==> config.mk <==
export PLATFORM = sky130hd
export DESIGN_NAME = amber_wb_arbiter
export DESIGN_NICKNAME = d
export VERILOG_FILES = /design/src/rtl/amber_wb_arb_pkg.sv /design/src/rtl/amber_wb_arb_watchdog.sv /design/src/rtl/amber_wb_arbiter.sv
export SDC_FILE = /design/constraint.sdc
export NUM_CORES = 1
export LEC_CHECK = 0
export ABC_CLOCK_PERIOD_IN_PS = 5600
export BUFFER_PORTS_ARGS = -buffer_cell sky130_fd_sc_hd__buf_2
export CORE_AREA = 3 3 357 359
export DETAILED_ROUTE_END_ITERATION = 16
export DIE_AREA = 0 0 360 362
export GPL_TIMING_DRIVEN = 0
export SKIP_CTS_REPAIR_TIMING = 1
export SYNTH_ARGS = -nofsm -noshare
export SYNTH_HDL_FRONTEND = slang
export SYNTH_SLANG_ARGS = --single-unit
==> constraint.sdc <==
create_clock -name i_clk -period 5.6 [get_ports i_clk]
set_clock_uncertainty 0.2 [all_clocks]
set_input_delay 1.12 -clock i_clk [delete_from_list [all_inputs] [get_ports i_clk]]
set_output_delay 1.12 -clock i_clk [all_outputs]
set_load 0.005 [all_outputs]
==> src/rtl/amber_wb_arb_pkg.sv <==
// ============================================================================
// Module      : amber_wb_arb_pkg
// Description : Shared types and constants for the Amber two-master Wishbone
//               arbiter: FSM state encoding, grant encoding, default widths.
// Revision    : 1.0 - initial release
// ============================================================================
`default_nettype none

package amber_wb_arb_pkg;

  // Arbiter FSM states. ABORT is only reachable when the watchdog is built in.
  typedef enum logic [1:0] {
    IDLE  = 2'd0,
    GNT0  = 2'd1,
    GNT1  = 2'd2,
    ABORT = 2'd3
  } arb_state_t;

  // One-hot grant encoding driven on o_grant.
  localparam logic [1:0] GRANT_NONE = 2'b00;
  localparam logic [1:0] GRANT_M0   = 2'b01;
  localparam logic [1:0] GRANT_M1   = 2'b10;

  // Default bus widths of the Amber 128-bit bus.
  localparam int DEFAULT_AW = 32;
  localparam int DEFAULT_DW = 128;

endpackage

`default_nettype wire

==> src/rtl/amber_wb_arb_watchdog.sv <==
// ============================================================================
// Module      : amber_wb_arb_watchdog
// Description : Stall watchdog for the arbiter. Counts clocks while the owner
//               strobes without a slave response; flags expiry when the count
//               has reached TIMEOUT and the slave is still silent.
// Revision    : 1.0 - initial release
// ============================================================================
`default_nettype none

module amber_wb_arb_watchdog #(
  parameter int TIMEOUT = 255
) (
  input  logic i_clk,
  input  logic i_rst_n,
  input  logic i_run,     // owner strobing, no ack/err this cycle
  input  logic i_clear,   // response seen or grant released
  output logic o_expire
);

  // Counter is at least 8 bits wide and always able to hold TIMEOUT.
  localparam int CW = ($clog2(TIMEOUT + 1) < 8) ? 8 : $clog2(TIMEOUT + 1);

  logic [CW-1:0] r_count;

  // Stall counter: clears on response/release, saturates at TIMEOUT.
  always_ff @(posedge i_clk or negedge i_rst_n) begin
    if (!i_rst_n) begin
      r_count <= '0;
    end else if (i_clear) begin
      r_count <= '0;
    end else if (i_run && (r_count != CW'(TIMEOUT))) begin
      r_count <= r_count + 1'b1;
    end
  end

  assign o_expire = i_run && (r_count == CW'(TIMEOUT));

endmodule

`default_nettype wire

==> src/rtl/amber_wb_arbiter.sv <==
// ============================================================================
// Module      : amber_wb_arbiter
// Description : Two-master / one-slave Wishbone arbiter for the Amber 128-bit
//               bus. Grant is locked for a whole cyc, ties alternate
//               round-robin, and every grant change passes through IDLE.
//               Optional stall watchdog: define AMBER_WB_ARB_TIMEOUT_EN.
// Revision    : 1.0 - initial release
// ============================================================================
`default_nettype none

module amber_wb_arbiter
  import amber_wb_arb_pkg::*;
#(
  parameter int AW      = DEFAULT_AW,
  parameter int DW      = DEFAULT_DW,
  parameter int TIMEOUT = 255
) (
  input  logic            i_clk,
  input  logic            i_rst_n,
  // master 0 (Amber core)
  input  logic [AW-1:0]   i_m0_adr,
  input  logic [DW/8-1:0] i_m0_sel,
  input  logic            i_m0_we,
  input  logic [DW-1:0]   i_m0_dat,
  input  logic            i_m0_cyc,
  input  logic            i_m0_stb,
  output logic [DW-1:0]   o_m0_dat,
  output logic            o_m0_ack,
  output logic            o_m0_err,
  // master 1 (loader / injector)
  input  logic [AW-1:0]   i_m1_adr,
  input  logic [DW/8-1:0] i_m1_sel,
  input  logic            i_m1_we,
  input  logic [DW-1:0]   i_m1_dat,
  input  logic            i_m1_cyc,
  input  logic            i_m1_stb,
  output logic [DW-1:0]   o_m1_dat,
  output logic            o_m1_ack,
  output logic            o_m1_err,
  // slave
  output logic [AW-1:0]   o_s_adr,
  output logic [DW/8-1:0] o_s_sel,
  output logic            o_s_we,
  output logic [DW-1:0]   o_s_dat,
  output logic            o_s_cyc,
  output logic            o_s_stb,
  input  logic [DW-1:0]   i_s_dat,
  input  logic            i_s_ack,
  input  logic            i_s_err,
  // one-hot owner
  output logic [1:0]      o_grant
);

  arb_state_t r_state;
  arb_state_t w_next;
  logic       r_last;        // last owner; 1 after reset so master 0 wins first tie
  logic       w_last_next;

`ifdef AMBER_WB_ARB_TIMEOUT_EN
  logic w_owned;
  logic w_owner_stb;
  logic w_wd_run;
  logic w_wd_clear;
  logic w_expire;

  assign w_owned     = (r_state == GNT0) || (r_state == GNT1);
  assign w_owner_stb = (r_state == GNT0) ? (i_m0_cyc & i_m0_stb) :
                       (r_state == GNT1) ? (i_m1_cyc & i_m1_stb) : 1'b0;
  assign w_wd_run    = w_owned && w_owner_stb && !i_s_ack && !i_s_err;
  assign w_wd_clear  = !w_owned || i_s_ack || i_s_err;

  amber_wb_arb_watchdog #(
    .TIMEOUT (TIMEOUT)
  ) u_watchdog (
    .i_clk    (i_clk),
    .i_rst_n  (i_rst_n),
    .i_run    (w_wd_run),
    .i_clear  (w_wd_clear),
    .o_expire (w_expire)
  );
`else
  // TIMEOUT only matters to the watchdog; keep it referenced in this build.
  logic w_unused_timeout;
  assign w_unused_timeout = ^TIMEOUT;
`endif

  // State and last-owner registers; async reset drops any grant at once.
  always_ff @(posedge i_clk or negedge i_rst_n) begin
    if (!i_rst_n) begin
      r_state <= IDLE;
      r_last  <= 1'b1;
    end else begin
      r_state <= w_next;
      r_last  <= w_last_next;
    end
  end

  // Next-state decision plus the combinational bus mux for the current owner.
  always_comb begin
    w_next      = r_state;
    w_last_next = r_last;
    o_s_adr     = '0;
    o_s_sel     = '0;
    o_s_we      = 1'b0;
    o_s_dat     = '0;
    o_s_cyc     = 1'b0;
    o_s_stb     = 1'b0;
    o_m0_dat    = '0;
    o_m0_ack    = 1'b0;
    o_m0_err    = 1'b0;
    o_m1_dat    = '0;
    o_m1_ack    = 1'b0;
    o_m1_err    = 1'b0;
    o_grant     = GRANT_NONE;

    case (r_state)
      IDLE: begin
        // On a tie, the master that did not own the bus last goes first.
        if (i_m0_cyc && (!i_m1_cyc || r_last)) begin
          w_next = GNT0;
        end else if (i_m1_cyc) begin
          w_next = GNT1;
        end
      end

      GNT0: begin
        o_grant  = GRANT_M0;
        o_s_adr  = i_m0_adr;
        o_s_sel  = i_m0_sel;
        o_s_we   = i_m0_we;
        o_s_dat  = i_m0_dat;
        o_s_cyc  = i_m0_cyc;
        o_s_stb  = i_m0_cyc & i_m0_stb;
        o_m0_dat = i_s_dat;
        o_m0_ack = i_s_ack;
        o_m0_err = i_s_err;
        if (!i_m0_cyc) begin
          w_next      = IDLE;
          w_last_next = 1'b0;
        end
`ifdef AMBER_WB_ARB_TIMEOUT_EN
        else if (w_expire) begin
          w_next      = ABORT;
          w_last_next = 1'b0;
          o_m0_err    = 1'b1;
        end
`endif
      end

      GNT1: begin
        o_grant  = GRANT_M1;
        o_s_adr  = i_m1_adr;
        o_s_sel  = i_m1_sel;
        o_s_we   = i_m1_we;
        o_s_dat  = i_m1_dat;
        o_s_cyc  = i_m1_cyc;
        o_s_stb  = i_m1_cyc & i_m1_stb;
        o_m1_dat = i_s_dat;
        o_m1_ack = i_s_ack;
        o_m1_err = i_s_err;
        if (!i_m1_cyc) begin
          w_next      = IDLE;
          w_last_next = 1'b1;
        end
`ifdef AMBER_WB_ARB_TIMEOUT_EN
        else if (w_expire) begin
          w_next      = ABORT;
          w_last_next = 1'b1;
          o_m1_err    = 1'b1;
        end
`endif
      end

`ifdef AMBER_WB_ARB_TIMEOUT_EN
      // Slave is cut off; r_last already names the aborted owner.
      ABORT: begin
        o_grant = r_last ? GRANT_M1 : GRANT_M0;
        if (!(r_last ? i_m1_cyc : i_m0_cyc)) begin
          w_next = IDLE;
        end
      end
`endif

      default: begin
        w_next = IDLE;
      end
    endcase
  end

endmodule

`default_nettype wire

# After elaboration in Yosys (flattened, before gate mapping)
# Index checks and enable logic that the tools add are counted.
word_totals:
  ff_bits: 3
  inputBits: 490
  output_inout_bits: 441
  word_cells: 37
op_classes:
  eq_ne: 5
  n_mux: 21
  n_bitwise: 2
  reduce_logical: 7
op_table:
  columns: ["operator", "count"]
  rows:
  - ["$mux 128", 2]
  - ["$pmux 128 s2", 1]
  - ["$pmux 32 s2", 1]
  - ["$pmux 16 s2", 1]
  - ["$mux 2", 4]
  - ["$pmux 1 s2", 4]
  - ["$mux 1", 6]
  - ["$pmux 2 s3", 1]
  - ["$reduce_and 3->1", 2]
  - ["$ne 2x2->1 const B", 2]
  - ["$pmux 2 s2", 1]
  - ["$ne 3x3->1 const B", 1]
  - ["$and 1x1->1", 2]
  - ["$eq 2x1->1 const B", 1]
  - ["$eq 2x2->1 const B", 1]
  - ["$logic_not 2->1", 1]
  - ["$reduce_bool 2->1", 1]
  - ["$logic_and 1x1->1", 1]
  - ["$logic_not 1->1", 1]
  - ["$logic_or 1x1->1", 1]

# Depth between registers and ports, before layout
logic_depth:
  ltp_word: 5
  ltp_mapped: 7

# Least setup slack after synthesis
# No wires, ideal clock.
synth_timing:
  kind: "in2out"
  startpoint: "in i_m0_cyc"
  endpoint: "out o_s_cyc"
  t_arrival_ps: 1539
  t_required_ps: 4280
  setup_slack_ps: 2741
  cell_stages: 2
  n_path_buf: 0
  cell_sequence: "a22o_1 -> and2_1"
synth_between:
  elab_chain_cells: 1
synth_rtl:
  columns: ["element", "line_no", "text"]
  rows:
  - ["from (decl)", "amber_wb_arbiter.sv:25", "input logic i_m0_cyc,"]
  - ["$pmux 1 s2", "amber_wb_arbiter.sv:116", "case (r_state)"]
  - ["to (decl)", "amber_wb_arbiter.sv:45", "output logic o_s_cyc,"]
# Every way passes these cells.

# Worst setup path in the final report
layout_timing:
  startpoint: "reg r_state[1]"
  endpoint: "out o_s_dat[11]"
layout_between:
  elab_chain_cells: 2
layout_rtl:
  columns: ["element", "line_no", "text"]
  rows:
  - ["from (decl)", "amber_wb_arbiter.sv:54", "arb_state_t r_state;"]
  - ["from (signal assigned)", "amber_wb_arbiter.sv:93", "r_state <= w_next;"]
  - ["$eq 2x2->1 or $eq 2x1->1 (tied branches)", "amber_wb_arbiter.sv:116", null]
  - ["$pmux 128 s2 (*)", "amber_wb_arbiter.sv:116", null]
  - ["to (decl)", "amber_wb_arbiter.sv:44", "output logic [DW-1:0] o_s_dat,"]
# Every way passes the cells marked *; elsewhere a longest branch is shown, timed or not.

==> results by group <==
Die
  • Initial core utilization: just under 4%
  • Horizontal extent of the die: between 300 and 400 µm
  • Boundary Pins: 931
  • Vertical extent of the die: 362 µm
  • Area of the die: between 0.1 and 0.15 mm²
  • Core footprint: between 0.1 and 0.15 mm²
  • Core Rows: around 130

GRT
  • Gr ovfl total: 0
  • Global-route total usage across every layer: between 10% and 20%
  • Global-route wire length before repair: 118000 µm
  • Antenna violations before repair: ~80
  • Largest net degree at the start of global routing: 11
  • Vias in the first global route: 9857

Min path
  • Hold/Removal Path Class: reg -> reg
  • Origin of the worst min-delay path: r_last$_DFFE_PN1P_
  • Worst Hold End: r_last$_DFFE_PN1P_
  • Number of cells traversed by the worst hold path: 2

Timing
  • Measured slew at the worst slew-check pin: 0.994 ns
  • Final Max Tran Viols: 0
  • Maximum achievable frequency: 245 MHz
  • RSZ-0062 raised after global routing: no
  • Number of endpoints with negative hold slack in the final report: 0
  • Max-slew headroom at the worst pin: 33.8%
  • Finish-stage setup viols: 0
  • Ratio of final minimum period to clock period: around 73%
  • Total negative slack: 0 ns
  • Time the worst path needs with I/O delays and setup: between 4 and 5 ns
  • Final hold slack: ~0.33 ns

Clock tree
  • Num CTS Buffers: 3
  • Clock tree from TritonCTS: yes
  • Clock tree buffer depth: 2
  • Worst-path clk slew: approximately 0.030 ns
  • Root Driver: sky130_fd_sc_hd__clkbuf_16
  • H-tree levels: 1
  • TritonCTS Sinks: 3
  • Clock latency reported for the late side of the worst-skew pair: between 0.2 and 0.25 ns

Critical path
  • Startpoint of the worst register-to-register path: r_state[0]$_DFFE_PN0P_
  • Critical Path Start Type: flip-flop
  • Delay of the slowest critical-path stage: ~0.79 ns
  • Setup slack on the worst flop-to-flop path: around 3.5 ns
  • CP Capture Type: primary output
  • Kind of critical path: reg -> out
  • Data required time at the worst endpoint: 4.28 ns
  • Critical-path maximum fanout: 12
  • Most frequent cell on the critical path: sky130_fd_sc_hd__buf_2
  • Slowest cell on the critical path: sky130_fd_sc_hd__a22oi_1
  • Number of cells on the worst reg-to-reg path: 5
  • Critical path cell sequence: inv_1 -> ha_1 -> buf_2 -> buf_2 -> a22oi_1 -> nor2b_1 -> buf_2
  • Critical path arrival: approximately 2.8 ns
  • Reg2Reg Capture Point: r_state[0]$_DFFE_PN0P_

Final layout
  • Post-Layout Cell Count: 3334
  • Post-Route Utilization: 9.42%
  • FILL cells: 14700
  • Net count, final: roughly 2200
  • Share of final-layout standard cells stronger than drive strength 1: 60.1%
  • Area growth from synthesis to layout: 142%

Power and ir drop
  • Leakage component of the power: around 6.1 nW
  • Total power draw: between 0.004 and 0.005 W
  • Peak supply drop: between 400 and 500 µV
  • Pwr/cell area: between 400 and 500 mW/mm²

Routing
  • Detailed-route via count: ~10000
  • Number of iterations in the first detailed-routing pass: 7
  • DRC violation total after the first TritonRoute iteration: ~670
  • Post-detailed-route via-to-cell ratio: between 3 and 4
  • Wire per inst: 29.4 µm
  • Wire length reported by the detailed router: about 100000 µm
  • Post-DRT Antenna Nets: 0
  • Number of DRC violations after detailed routing: 0

Yosys
  • Yosys warning count: 0
  • Netlist Area Pre-Place: 0.00483 mm²
  • Share of synthesized area spent on multiplexers: 0%
  • Largest area contributor in the synthesized netlist: sky130_fd_sc_hd__and2_1
  • Top cells by area, synth: sky130_fd_sc_hd__and2_1, sky130_fd_sc_hd__a22oi_1, sky130_fd_sc_hd__nor2b_1, sky130_fd_sc_hd__buf_6, sky130_fd_sc_hd__buf_2
  • Number of nets in the synthesized netlist: around 1200
  • Synth Area in Adders: 1.29%
  • #FFs+latches synth: 3
  • Share of the synthesized area in compound gates (AO/OA/AOI/OAI): around 29%
  • Synthesized instance count: 730
  • Combinational family with the most area after synthesis: simple AND/OR/NAND/NOR gates
  • Post-synthesis sequential area ratio: about 1.6%
  • Proportion of netlist area held by the largest area contributor: 33.8%
  • Number of distinct library cells after synthesis: 22
  • Post-synthesis share of cell area spent on xor and xnor gates: 0%
  • Average cell area after synthesis: 6.62 µm²
  • Basic-gate share of the synthesized area counting and, or, nand and nor cells: a little under three fifths

Placement
  • RD Place Congestion: 0.999
  • Number of buffers added on ports: 930
  • Number of instances in the placed design: 3297
  • Hpwl dp: ~93000 µm

Run status
  • Outcome: completed

Run
  • Max Cap Violations: 0
-- layer usage --
layer / track usage, % / wire, µm
met5: 0 / 399
met2: 23.4 / 44800
met1: 17.1 / 40000
met4: 3.19 / 2640
met3: 5.75 / 10200
-- state kept, by name, summed over array words and instances (netlist names) --
| register | flops |
|---|---|
| r_state | 2 |
| r_last | 1 |
-- stage by stage --
step | setup slack, ns | cell area, µm²
after floorplan | 2.74 | 4830
final | 1.52 | 11700
after global routing | 1.40 | 11700
after global placement | 1.79 | 11500
after detailed placement | 1.78 | 11500
after CTS | 1.53 | 11600
-- how the worst max path moves through the flow --
stage / to / start / cells past startpoint
global placement: o_s_dat[82] / r_state[0]$_DFFE_PN0P_ / 8
detailed placement: o_s_dat[11] / r_state[1]$_DFFE_PN0P_ / 7
finish: o_s_dat[11] / r_state[1]$_DFFE_PN0P_ / 7
CTS: o_s_dat[31] / r_state[1]$_DFFE_PN0P_ / 7
global route: o_s_dat[31] / r_state[1]$_DFFE_PN0P_ / 7
floorplan: o_s_cyc / i_m0_cyc / 2
-- power by group --
group	switching, W	internal, W	total (W)
registers	0.00000857	0.0000342	0.0000428
clock network	0.0000206	0.0000940	0.000115
logic	0.00302	0.00161	0.00464
total	0.00305	0.00174	0.00479
-- layout make-up --
type | instances | area [µm²] | area share (%)
sequential | 3 | 76.3 | 0.653
tap | 1637 | 2050 | 17.5
clock buffer | 4 | 78.8 | 0.674
inverter | 3 | 11.3 | 0.0963
antenna | 33 | 82.6 | 0.706
buffer | 89 | 526 | 4.49
multi-input combinational | 635 | 4220 | 36.1
timing repair buffer | 930 | 4650 | 39.8
-- layout by cell type, fill, tap and decap left out --
| cell type | synthesis | final |
|---|---|---|
| sky130_fd_sc_hd__diode_2 | 0 | 33 |
| sky130_fd_sc_hd__a31oi_1 | 1 | 1 |
| sky130_fd_sc_hd__buf_2 | 27 | 957 |
| sky130_fd_sc_hd__clkbuf_1 | 23 | 24 |
| sky130_fd_sc_hd__clkbuf_2 | 18 | 18 |
| sky130_fd_sc_hd__buf_4 | 6 | 6 |
| sky130_fd_sc_hd__a22o_1 | 1 | 1 |
| sky130_fd_sc_hd__a21boi_1 | 1 | 1 |
| sky130_fd_sc_hd__nand2b_1 | 1 | 1 |
| sky130_fd_sc_hd__nor2b_1 | 178 | 178 |
| sky130_fd_sc_hd__nand3_1 | 3 | 3 |
| sky130_fd_sc_hd__dfstp_2 | 1 | 1 |
| sky130_fd_sc_hd__dfrtp_1 | 2 | 2 |
| sky130_fd_sc_hd__a21oi_1 | 2 | 2 |
| sky130_fd_sc_hd__nand2_1 | 1 | 1 |
| sky130_fd_sc_hd__o21ai_1 | 2 | 2 |
| sky130_fd_sc_hd__ha_1 | 5 | 5 |
| sky130_fd_sc_hd__o211ai_1 | 1 | 1 |
| sky130_fd_sc_hd__buf_6 | 15 | 15 |
| sky130_fd_sc_hd__clkbuf_16 | 0 | 3 |
| sky130_fd_sc_hd__a22oi_1 | 177 | 177 |
| sky130_fd_sc_hd__and2_1 | 261 | 261 |
| sky130_fd_sc_hd__inv_1 | 3 | 3 |
| sky130_fd_sc_hd__o22ai_1 | 1 | 1 |
-- logic make-up (layout without fill, tap and decap cells) --
logic type | after synthesis | after routing
DFF | 3 | 3
buffers and inverters | 92 | 1026
other | 0 | 33
and+or+nand+nor | 444 | 444
AOI/OAI and AO/OA | 186 | 186
adders and majority gates | 5 | 5
-- worst max-delay path: cells and delay by family, from the launching register on --
| family | cells | cell delay [ns] |
|---|---|---|
| flops | 1 | 0.40 |
| fa+ha+maj | 1 | 0.23 |
| compound gates | 1 | 0.79 |
| buf+inv | 4 | 0.94 |
| simple gates | 1 | 0.12 |
-- cell usage after synthesis (all sizes together) --
| master | n |
|---|---|
| a22o | 1 |
| nand2 | 1 |
| a31oi | 1 |
| a21oi | 2 |
| inv | 3 |
| buf | 48 |
| a21boi | 1 |
| and2 | 261 |
| o22ai | 1 |
| nand2b | 1 |
| nor2b | 178 |
| dfstp | 1 |
| ha | 5 |
| clkbuf | 41 |
| a22oi | 177 |
| o21ai | 2 |
| dfrtp | 2 |
| nand3 | 3 |
| o211ai | 1 |
Power figures use the tool's default switching activity.
